===== src/rtl/shift_add_multiplier_ctrl.sv =====
// Sequential 4x4 unsigned shift-and-add multiplier driving an external 4-bit ripple-carry adder.
// Optional feature: define MUL_ZERO_BYPASS_EN to skip the RUN phase when an operand is zero.
module shift_add_multiplier_ctrl #(
    parameter int unsigned WIDTH = 4,
    parameter int unsigned CNT_W = 2
) (
    input  logic               clk,
    input  logic               rst_n,
    input  logic               in_valid,
    output logic               in_ready,
    input  logic [WIDTH-1:0]   in_a,
    input  logic [WIDTH-1:0]   in_b,
    output logic               out_valid,
    input  logic               out_ready,
    output logic [2*WIDTH-1:0] out_p,
    output logic [WIDTH-1:0]   add_a,
    output logic [WIDTH-1:0]   add_b,
    output logic               add_cin,
    input  logic [WIDTH-1:0]   add_s,
    input  logic               add_cout
);

    if (WIDTH != 4) begin : g_width_check
        $error("shift_add_multiplier_ctrl: only WIDTH=4 is supported");
    end

    typedef enum logic [1:0] {
        StIdle,
        StRun,
        StDone
    } state_e;

    state_e             r_state;
    state_e             w_state_next;
    logic [WIDTH-1:0]   r_m;
    logic [WIDTH-1:0]   r_acc;
    logic [WIDTH-1:0]   r_q;
    logic [CNT_W-1:0]   r_cnt;
    logic               w_bypass;
    logic               w_last;

`ifdef MUL_ZERO_BYPASS_EN
    assign w_bypass = (in_a == '0) || (in_b == '0);
`else
    assign w_bypass = 1'b0;
`endif

    assign w_last = (r_cnt == CNT_W'(WIDTH - 1));

    always_ff @(posedge clk or negedge rst_n) begin
        if (!rst_n) begin
            r_state <= StIdle;
        end else begin
            r_state <= w_state_next;
        end
    end

    always_comb begin
        w_state_next = r_state;
        case (r_state)
            StIdle: begin
                if (in_valid) begin
                    w_state_next = w_bypass ? StDone : StRun;
                end
            end
            StRun: begin
                if (w_last) begin
                    w_state_next = StDone;
                end
            end
            StDone: begin
                if (out_ready) begin
                    w_state_next = StIdle;
                end
            end
            default: w_state_next = StIdle;
        endcase
    end

    // Each RUN edge shifts the 9-bit adder result plus Q right by one into {ACC,Q}.
    always_ff @(posedge clk or negedge rst_n) begin
        if (!rst_n) begin
            r_m   <= '0;
            r_acc <= '0;
            r_q   <= '0;
            r_cnt <= '0;
        end else begin
            case (r_state)
                StIdle: begin
                    if (in_valid) begin
                        r_m   <= in_a;
                        r_q   <= w_bypass ? '0 : in_b;
                        r_acc <= '0;
                        r_cnt <= '0;
                    end
                end
                StRun: begin
                    {r_acc, r_q} <= {add_cout, add_s, r_q[WIDTH-1:1]};
                    r_cnt        <= r_cnt + CNT_W'(1);
                end
                default: ;
            endcase
        end
    end

    always_comb begin
        in_ready  = 1'b0;
        out_valid = 1'b0;
        out_p     = '0;
        add_a     = '0;
        add_b     = '0;
        add_cin   = 1'b0;
        case (r_state)
            StIdle: begin
                in_ready = 1'b1;
            end
            StRun: begin
                add_a = r_acc;
                add_b = r_q[0] ? r_m : '0;
            end
            StDone: begin
                out_valid = 1'b1;
                out_p     = {r_acc, r_q};
            end
            default: ;
        endcase
    end

endmodule


===== config.mk =====
export PLATFORM = sky130hd
export DESIGN_NAME = shift_add_multiplier_ctrl
export DESIGN_NICKNAME = d
export VERILOG_FILES = /design/src/rtl/shift_add_multiplier_ctrl.sv
export SDC_FILE = /design/constraint.sdc
export NUM_CORES = 1
export LEC_CHECK = 0
export CAP_MARGIN = 10
export CORE_MARGIN = 5
export CORE_UTILIZATION = 40
export CTS_CLUSTER_DIAMETER = 120
export DETAILED_ROUTE_END_ITERATION = 10
export PLACE_DENSITY = 0.75
export RECOVER_POWER = 25
export SETUP_SLACK_MARGIN = 0.15
export SYNTH_ARGS = -nofsm -noshare
export SYNTH_HDL_FRONTEND = slang
export SYNTH_SLANG_ARGS = --single-unit

===== constraint.sdc =====
create_clock -name clk -period 3.5 [get_ports clk]
set_clock_uncertainty 0.15 [all_clocks]
set_input_delay 0.875 -clock clk [delete_from_list [all_inputs] [get_ports clk]]
set_output_delay 0.875 -clock clk [all_outputs]
set_load 0.01 [all_outputs]

Word level (Yosys, flattened, before mapping)
Cells that the tools add are included.
- register bits: 16
- input port bits: 17
- output and inout bits: 19
- logic and storage cells: 33
- add/sub/neg operators: 1
- eq/ne operators: 6
- muxes and demuxes: 16
- reductions and logical operators: 5
- operator list (operator ; count):
    4-bit two-way mux ; 5
    4-bit one-hot mux with 2 select lines ; 2
    2-bit two-way mux ; 4
    8-bit two-way mux ; 1
    2-bit inequality test (second input constant) ; 3
    2-bit one-hot mux with 3 select lines ; 1
    2-bit == test (second input constant) ; 2
    2-bit one-hot mux with 2 select lines ; 1
    2-bit AND reduction ; 2
    3-bit AND reduction ; 1
    2-bit by 1-bit adder with 2-bit output (second input constant) ; 1
    2-bit by 1-bit == test with 1-bit output (second input constant) ; 1
    2-bit zero test ; 1
    1-bit two-way mux ; 2
    2-bit nonzero test ; 1

Longest topological paths before layout
Gate-level depths: netlist (run 1).
- depth after elaboration: 3
- depth in mapped cells: 3
- depth with buffers taken out: 3

Worst setup path before layout (run 1)
OpenSTA, ideal clock, no wires.
- kind: register to output
- start point: register r_state[0]
- end point: output out_p[0]
- data arrival time: 0.996 ns
- path slack: 1.479 ns
- stages on the path, launching flop included: 4
- buffers on the path: 1
- cells stage by stage: dfrtp_1 nor2b_1 clkbuf_1 and2_1
- word-level cells in the longest chain between the ends: 2
- ends and longest elaborated chain (what ; line ; text):
    start: declaration ; 33 ; state_e r_state;
    start signal: assignment ; 52 ; r_state <= StIdle;
    start signal: assignment ; 54 ; r_state <= w_state_next;
    2-bit == test ; 113 ; case (r_state)
    8-bit two-way mux ; 113 ;
    end: declaration ; 15 ; output logic [2*WIDTH-1:0] out_p,
Every way passes these cells.

Final worst setup path (run 1)
- start point: register r_state[1]
- end point: output out_p[3]
The elaborated chain is that of the path after synthesis.

==> results of run 1 <==
[worst max-delay path by stage]
stage	from	end	depth (start not counted)
2_1_floorplan	r_state[0]	out_p[0]	3
3_3_place_gp	r_state[1]	out_p[1]	3
3_5_place_dp	r_state[1]	out_p[3]	3
4_1_cts	r_state[1]	out_p[3]	3
5_1_grt	r_state[1]	out_p[1]	3
6_report	r_state[1]	out_p[3]	3
[through the flow]
step / setup slack (ps) / std cells
2_1_floorplan: 1480 / 75
3_3_place_gp: 717 / 131
3_5_place_dp: 625 / 131
4_1_cts: 313 / 135
5_1_grt: 150 / 135
6_report: 326 / 135
[cell usage after synthesis (2+ instances only)]
library cell	n	area [µm²]
buf_4	3	22.5
dfrtp_1	16	400
nor4b_1	3	26.3
nor3b_1	3	22.5
a22o_1	6	52.6
a211oi_1	3	22.5
inv_1	6	22.5
and3_1	4	25.0
and2_1	12	75.1
mux2_2	5	56.3
nor2b_1	2	12.5
[state kept, by name (all words and copies together), names as in the netlist]
signal and count:
r_acc 4, r_cnt 2, r_q 4, r_state 2
r_m 4
[worst reg2reg max path: stages (launching register included)]
cell	delay, ps
dfrtp_1	590
nor2b_1	530
a22o_1	240
[routing by layer]
metal | up-vias | track usage (%) | wire length, µm
met5 | - | 0 | 0
met4 | 0 | 4.07 | 27
met3 | 5 | 4.87 | 140
met2 | 20 | 19.9 | 882
met1 | 314 | 16.9 | 832
li1 | 325 | - | -
[power by group through the flow]
stage	Clock [µW]	Sequential, µW	Combinational [µW]
floorplan	0	320	319
global placement	0	355	460
detailed placement	0	362	465
CTS	123	358	467
global route	139	373	503
finish	122	358	459
[cell families (layout without fill, tap and decap cells)]
kind of cell               Yosys count  count (layout)  share of synthesized area [%]
DFF                                 16              16                           47.5
other                                1               1                          0.445
adders and majority gates            1               1                           1.48
buffers and inverters               11              44                           6.38
and+or+nand+nor                     29              29                           24.6
muxes                                5               5                           6.68
AOI/OAI and AO/OA                   12              12                           12.9
[cell type report]
class,count,area [µm²],share of cell area (%)
timing repair buffer,34,340,27.8
multi-input combinational,48,389,31.8
tap,27,33.8,2.76
inverter,6,22.5,1.84
clock buffer,4,36.3,2.97
sequential,16,400,32.8
==> metrics, run 1 <==
Vias/cell 4.92; std cell rows 16; crit path launch type register; number of synthesized flops with an enable pin 0; starting density of the core around 43%; latest clock arrival within the worst-skew pair 280 ps; WL per Instance 13.9 µm; Worst-path clk slew 90 ps; Worst-Margin Slew 693 ps; H-tree Lvls 1; family with the most delay on the worst path simple AND/OR/NAND/NOR gates; top_reg_cell synth dfrtp_1; die width 55.9 µm; leak pwr 0.000529 µW; Seq/Total Area, Yosys between 40% and 50%; Design Area, Final 0.00122 mm²; HP Class reg -> reg; gpl congestion roughly 0.7; Setup Crit Path Kind reg -> out; Clock Tree Root clkbuf_4; Area Growth Syn to Fin 45.0%; CTS tree done; final hold viol count 0; # DRC 0; switch share 35.0%; Port Buffer Count 34; Seq cells post-synth 16; part of the power in combinational logic 48.9%; clock sinks 16; Arr. time, crit path 2150 ps; postcts setup bufs 0; worst reg2reg endpoint r_state[1]; number of CTS-inserted buffers 3; synthesized cell area 843 µm²; Buf/Inv on CP 1; Syn Inst Count 75; Mean Syn Cell Area 11.2 µm²; Hold Path End r_m[1]; FILL cells 161; Max VDD drop 0.396 mV; Clock Path Buffers 2; Sequential Power Share roughly two fifths; Hold Crit Start r_m[1]; unrepaired setup endpoints after global routing no; PD cells roughly 770 mW/mm²; share of layout cells above drive strength 1 11.1%; final cell utilization of the core between 60% and 70%; crit end category output port; Vias 664; grt ovf 0; DRT antenna net count 0; vias in the first global route 645; WP data required 2470 ps; most common cell after layout, fill and taps aside clkdlybuf4s50_1; Int Pwr 611 µW; Hold Crit Depth 1; worst reg-to-reg setup slack 1930 ps; diode count 0; DRT Wirelength 1.88 mm; Crit Path Max Fanout 12; Hold Worst Slack 357 ps; Slew Viols, Final 0; drt first pass iters 4; antenna violations before repair 0; nets 127; Slowest-stage cell, CP dfrtp_1; CP cell instances nor2b_1 -> and2_1 -> clkdlybuf4s50_1; FFs w/ async S/R, synth 100%; max_cap viols 0; syn_nets 93; die area 0.00313 mm²; first-pass GRT wire length 3.24 mm; Setup Viol. Count Final 0; Clk pwr share 13.0%; largest net degree at the start of global routing 17; post-synthesis cell type count 23; CP peak stage delay 590 ps; status completed; total power around 940 µW; Placed Area 0.00119 mm²; min cycle time layout between 3000 and 4000 ps; P_sw roughly 330 µW; Resized Gates After CTS 0; Setup Total Neg Slack 0 ps; most frequent cells in the layout clkdlybuf4s50_1, dfrtp_1, and2_1; FMAX 315 MHz; r2r startpoint r_state[1]; total track usage between 10% and 20%; Final period util between 90% and 100%; Die H 55.9 µm; I/O Pins 36; DP Wirelength around 1.4 mm; Max-slew headroom 53.6%; CTS Hold Bufs 0; Core Footprint about 0.0020 mm²; yosys warns 0; R2R cell count 2; DR iter-0 viols 10
Note: power is estimated with default switching activity, not from simulation.
==> inputs of run 2 (changes only) <==
--- a/config.mk
+++ b/config.mk
@@ -8,6 +8,7 @@
 export CAP_MARGIN = 10
 export CORE_MARGIN = 5
 export CORE_UTILIZATION = 40
+export CTS_BUF_LIST = sky130_fd_sc_hd__clkbuf_8 sky130_fd_sc_hd__clkbuf_16
 export CTS_CLUSTER_DIAMETER = 120
 export DETAILED_ROUTE_END_ITERATION = 10
 export PLACE_DENSITY = 0.75
==> run 2 against run 1 <==
Critical path type unchanged. Sequential cell count unchanged. Total power up 4.4%. Critical path depth unchanged.
==> metrics, run 2 (synthesis gave the netlist of run 1 again) <==
CTS tree done (unchanged); PD cells 791 mW/mm² (was 769 mW/mm²); crit end category output port (unchanged); switch share 33.9% (was 35.0%); number of CTS-inserted buffers 3 (unchanged); P_sw 333 µW (was 329 µW); Vias/cell 4.91 (was 4.92); DRT Wirelength 1.88 mm (about the same); Core Footprint 0.00198 mm² (unchanged); Arr. time, crit path 2080 ps (was 2150 ps); r2r startpoint r_state[1] (unchanged); DP Wirelength 1.42 mm (unchanged); Clock Tree Root clkbuf_8 (was clkbuf_4); FMAX 322 MHz (was 315 MHz); crit path from r_state[1] (unchanged); worst reg2reg endpoint r_state[1] (unchanged); antenna violations before repair 0 (unchanged); I/O Pins 36 (unchanged); most common cell after layout, fill and taps aside clkdlybuf4s50_1 (unchanged); dpl ws 625 ps (unchanged); # DRC 0 (unchanged); H-tree Lvls 1 (unchanged); Max-slew headroom 53.2% (was 53.6%); postcts setup bufs 0 (unchanged); die width 55.9 µm (unchanged); Clock Path Buffers 2 (unchanged); max_cap viols 0 (unchanged); CTS Hold Bufs 0 (unchanged); diode count 0 (unchanged); grt ovf 0 (unchanged); std cell rows 16 (unchanged); WL per Instance 13.9 µm (about the same); WP data required 2470 ps (about the same); total track usage 13.3% (was 13.0%); status completed (unchanged); part of the power in combinational logic 46.7% (was 48.9%); worst setup path end out_p[3] (unchanged); clock sinks 16 (unchanged); latest clock arrival within the worst-skew pair 250 ps (was 280 ps); Sequential Power Share 36.7% (was 38.1%); R2R cell count 2 (unchanged); nets 127 (unchanged); Area Growth Syn to Fin 47.2% (was 45.0%); worst reg-to-reg setup slack 1960 ps (was 1930 ps); largest net degree at the start of global routing 17 (unchanged); Worst-Margin Slew 699 ps (was 693 ps); most frequent cells in the layout clkdlybuf4s50_1, dfrtp_1, and2_1 (unchanged); leak pwr 0.000537 µW (was 0.000529 µW); unrepaired setup endpoints after global routing no (unchanged); Max VDD drop 0.430 mV (was 0.396 mV); Final WS setup 394 ps (was 326 ps); HP Class reg -> reg (unchanged); busiest grt layer met2 (unchanged); drt first pass iters 5 (was 4); met3 global-route usage 5.57% (was 4.87%); Vias 663 (was 664); min cycle time layout 3110 ps (was 3170 ps); Worst-path clk slew 60 ps (was 90 ps); Crit Path Max Fanout 12 (unchanged); GR Util met1 16.8% (was 16.9%); Setup Total Neg Slack 0 ps (unchanged); non-filler cells, final 135 (unchanged); vias in the first global route 646 (was 645); Setup Crit Path Kind reg -> out (unchanged); Resized Gates After CTS 0 (unchanged); Clk pwr share 16.6% (was 13.0%); Int Pwr 649 µW (was 611 µW); die area 0.00313 mm² (unchanged); Die H 55.9 µm (unchanged); final hold viol count 0 (unchanged); first-pass GRT wire length 3.29 mm (was 3.24 mm); Final period util 88.7% (was 90.7%); share of layout cells above drive strength 1 11.1% (unchanged); Placed Cells 131 (unchanged); DRT antenna net count 0 (unchanged); DR iter-0 viols 11 (was 10); crit path launch type register (unchanged); gpl congestion 0.701 (unchanged); Setup Viol. Count Final 0 (unchanged); Global Route met2 Usage 20.1% (was 19.9%); Slew Viols, Final 0 (unchanged); starting density of the core 42.6% (unchanged); Port Buffer Count 34 (unchanged); Largest regs r_acc (4), r_m (4), r_q (4) (unchanged)
==> run 2: critical path, stage by stage, from the launching register on <==
cell             delay, ps
dfrtp_1                570
nor2b_1                520
and2_1                 210
clkdlybuf4s50_1        530
==> run 2: layer usage <==
layer	routed length, µm	up-vias
met5	0	-
met4	20	0
met3	152	4
met2	904	22
met1	797	314
li1	-	323
==> run 2: final cells by class <==
class,instances,area [µm²]
Fill cell,152,741
Sequential cell,16,400
Multi-Input combinational cell,48,389
Timing Repair Buffer,34,340
Clock buffer,4,55.1
Tap cell,27,33.8
Inverter,6,22.5
==> run 2: worst min path at each step <==
stage / from / endpoint / depth (start not counted)
2_1_floorplan: r_cnt[1] / r_cnt[1] / 1
3_5_place_dp: r_m[1] / r_m[1] / 1
5_1_grt: r_m[1] / r_m[1] / 1
3_3_place_gp: r_m[3] / r_m[3] / 1
6_report: r_m[1] / r_m[1] / 1
4_1_cts: r_m[1] / r_m[1] / 1
==> run 2: power by group through the flow <==
stage / registers, µW / logic, µW / clock network (µW)
detailed placement: 362 / 465 / 0
global placement: 355 / 460 / 0
CTS: 359 / 467 / 165
finish: 361 / 458 / 163
floorplan: 320 / 319 / 0
global route: 375 / 504 / 178
==> run 2: through the flow <==
stage / utilization, % / hold slack, ps / area (µm²) / total power, µW
global placement: 59.8 / 333 / 1190 / 815
detailed placement: 59.8 / 339 / 1190 / 827
finish: 62.6 / 349 / 1240 / 981
floorplan: - / 320 / 843 / 639
global route: 62.6 / 377 / 1240 / 1060
CTS: 62.6 / 353 / 1240 / 990
==> inputs of run 3 (changes only) <==
--- a/config.mk
+++ b/config.mk
@@ -5,13 +5,14 @@
 export SDC_FILE = /design/constraint.sdc
 export NUM_CORES = 1
 export LEC_CHECK = 0
+export ABC_AREA = 1
 export CAP_MARGIN = 10
 export CORE_MARGIN = 5
 export CORE_UTILIZATION = 40
 export CTS_BUF_LIST = sky130_fd_sc_hd__clkbuf_8 sky130_fd_sc_hd__clkbuf_16
 export CTS_CLUSTER_DIAMETER = 120
 export DETAILED_ROUTE_END_ITERATION = 10
-export PLACE_DENSITY = 0.75
+export PLACE_DENSITY = 0.76
 export RECOVER_POWER = 25
 export SETUP_SLACK_MARGIN = 0.15
 export SYNTH_ARGS = -nofsm -noshare
==> constraint.sdc (replaced) <==
create_clock -name clk -period 3.5 [get_ports clk]
set_clock_uncertainty 0.15 [all_clocks]
set_input_delay 0.875 -clock clk [delete_from_list [all_inputs] [get_ports clk]]
set_output_delay 0.875 -clock clk [all_outputs]
set_load 0.1 [all_outputs]
==> run 3 against run 2 <==
Wire length rose by 6.8%. Total power grew 30%. Core utilization decreased by 2.7 points. Critical path depth unchanged. Clock power barely moved. Register-to-register slack lost 250 ps. Largest cell class unchanged. Highest routed layer unchanged.
==> metrics, run 3 <==
DP Wirelength 1.52 mm (was 1.42 mm); Setup Total Neg Slack 0 ps (unchanged); most common cell in the synthesized netlist nand2_1 (was dfrtp_1); Global Route met2 Usage 26.2% (was 20.1%); leak pwr 0.000642 µW (was 0.000537 µW); gpl congestion 0.788 (was 0.701); WP data required 2470 ps (about the same); synth cell count leaders nand2_1, dfrtp_1, nor2_1, nand3_1, inv_1 (was dfrtp_1, and2_1, a22o_1, inv_1, mux2_2); top_reg_cell synth dfrtp_1 (unchanged); DRT Wirelength 2.00 mm (was 1.88 mm); unrepaired setup endpoints after global routing no (unchanged); CTS tree done (unchanged); worst reg2reg endpoint r_q[1] (was r_state[1]); Clock Tree Root clkbuf_8 (unchanged); Setup Crit Path Kind reg -> out (unchanged); nets 168 (was 127); CTS Hold Bufs 0 (unchanged); first-pass GRT wire length 3.53 mm (was 3.29 mm); FMAX 354 MHz (was 322 MHz); WL per Instance 11.4 µm (was 13.9 µm); final hold viol count 0 (unchanged); Slew Viols, Final 0 (unchanged); Yosys top cell by area dfrtp_1 (unchanged); min cycle time layout 2820 ps (was 3110 ps); vias in the first global route 837 (was 646); Resized Gates After CTS 0 (unchanged); number of synthesized flops with an enable pin 0 (unchanged); Port Buffer Count 34 (unchanged); diode count 0 (unchanged); syn_nets 134 (was 93); max_cap viols 0 (unchanged); total track usage 14.1% (was 13.3%); Vias/cell 4.50 (was 4.91); latest clock arrival within the worst-skew pair 250 ps (about the same); busiest grt layer met2 (unchanged); die area 0.00305 mm² (was 0.00313 mm²); worst reg-to-reg setup slack 1710 ps (was 1960 ps); worst setup path end add_a[3] (was out_p[3]); Clock Path Buffers 2 (unchanged); crit end category output port (unchanged); Hold Worst Slack 322 ps (was 349 ps); CP cell instances nand2_1 -> nor2_1 -> buf_4 (was nor2b_1 -> and2_1 -> clkdlybuf4s50_1); largest net degree at the start of global routing 17 (unchanged); area share of the largest cell type after synthesis 48.9% (was 47.5%); crit path launch type register (unchanged); Seq cells post-synth 16 (unchanged); # DRC 0 (unchanged); share of layout cells above drive strength 1 16.1% (was 11.1%); DRT antenna net count 0 (unchanged); r2r startpoint r_state[0] (was r_state[1]); post-synthesis cell type count 12 (was 23); number of CTS-inserted buffers 3 (unchanged); synthesized cell area 818 µm² (was 843 µm²); Crit Path Max Fanout 14 (was 12); CP peak stage delay 620 ps (was 570 ps); die width 55.2 µm (was 55.9 µm); antenna violations before repair 0 (unchanged); Arr. time, crit path 1800 ps (was 2080 ps); yosys warns 0 (unchanged); GR Util met1 15.7% (was 16.8%); I/O Pins 36 (unchanged); Mean Syn Cell Area 7.05 µm² (was 11.2 µm²); Max VDD drop 0.693 mV (was 0.430 mV); Vias 792 (was 663); status completed (unchanged); top area cells in the synthesized netlist dfrtp_1, nand2_1, nand3_1, nor2_1, inv_1 (was dfrtp_1, and2_1, mux2_2, a22o_1, nor4b_1); Largest regs r_acc (4), r_m (4), r_q (4) (unchanged); most common cell after layout, fill and taps aside nand2_1 (was clkdlybuf4s50_1); HP Class reg -> reg (unchanged); PD cells 1090 mW/mm² (was 791 mW/mm²); met3 global-route usage 2.56% (was 5.57%); Max-slew headroom 52.4% (was 53.2%); FILL cells 194 (was 152); Die H 55.2 µm (was 55.9 µm); Worst-Margin Slew 711 ps (was 699 ps); crit path from r_state[0] (was r_state[1]); Final period util 80.7% (was 88.7%); Area Growth Syn to Fin 43.6% (was 47.2%); Core Footprint 0.00196 mm² (was 0.00198 mm²); postcts setup bufs 0 (unchanged); grt ovf 0 (unchanged); FFs w/ async S/R, synth 100% (unchanged); drt first pass iters 4 (was 5); std cell rows 16 (unchanged); clock sinks 16 (unchanged); H-tree Lvls 1 (unchanged); Setup Viol. Count Final 0 (unchanged); starting density of the core 41.7% (was 42.6%); Slowest-stage cell, CP dfrtp_1 (unchanged); most frequent cells in the layout nand2_1, buf_4, nor2_1, dfrtp_1 (was clkdlybuf4s50_1, dfrtp_1, and2_1); Worst-path clk slew 70 ps (was 60 ps); R2R cell count 4 (was 2); Seq/Total Area, Yosys 48.9% (was 47.5%); DR iter-0 viols 11 (unchanged); Syn Inst Count 116 (was 75)
## run 3: cell types whose count changed in the layout (fill, tap and decap cells not counted), sizes merged, moves of 5 or more
| cell | before | now |
|---|---|---|
| clkdlybuf4s50 | 33 | 14 |
| nand2 | 0 | 46 |
| and2 | 12 | 0 |
| nor2 | 1 | 17 |
| inv | 6 | 12 |
| buf | 0 | 18 |
| a22o | 6 | 0 |
| mux2 | 5 | 0 |
| nand3 | 0 | 14 |
## run 3: cells by family (layout without fill, tap and decap cells)
family / Yosys count / in the layout / synth area share (%)
other: 1 / 1 / 0.458
buffers and inverters: 17 / 50 / 8.87
AND/OR/NAND/NOR: 77 / 77 / 37.8
flip-flops: 16 / 16 / 48.9
adder cells (fa/ha/maj): 1 / 1 / 1.53
AO/OA/AOI/OAI: 4 / 4 / 2.45
## run 3: critical path: cells and delay by family, from the launching register on
kind	cells	cell delay [ps]
AND/OR/NAND/NOR	2	610
flip-flops	1	620
buffers and inverters	1	310
## run 3: routing by layer
layer  vias to the layer above  routed length, µm
met5                         -                  0
met4                         0                 15
met3                         2                 71
met2                        17               1100
met1                       356                816
li1                        417                  -
## run 3: worst min-delay path by stage
stage,from,end,cells past startpoint
floorplan,r_acc[0],r_acc[0],2
global placement,r_m[0],r_m[0],2
detailed placement,r_m[1],r_m[1],2
CTS,r_m[1],r_m[1],2
global route,r_m[3],r_m[3],2
finish,r_m[1],r_m[1],2
## run 3: stage by stage
stage          power [µW]  util (%)  cells  setup slack, ps  cell area, µm²
3_3_place_gp         1110      57.1    172              959            1120
2_1_floorplan         966         -    116              501             818
5_1_grt              1360      59.9    176              481            1170
6_report             1280      59.9    176              676            1170
3_5_place_dp         1120      57.1    172              903            1120
4_1_cts              1290      59.9    176              678            1170
## run 3: final cells by class
| class | instances | area [µm²] | area share [%] |
|---|---|---|---|
| flip-flops and latches | 16 | 400 | 34.1 |
| multi-input cells | 83 | 345 | 29.4 |
| repair buffers | 34 | 295 | 25.1 |
| clock buffers | 4 | 55.1 | 4.69 |
| inverters | 12 | 45.0 | 3.83 |
| well taps | 27 | 33.8 | 2.88 |
## run 3: report_power, final
part | switching, µW | internal [µW] | leakage, µW
Combinational | 588 | 173 | 0.000414
Clock | 63.0 | 99.7 | 0.0000288
Sequential | 78.8 | 273 | 0.000199
Total | 730 | 546 | 0.000642
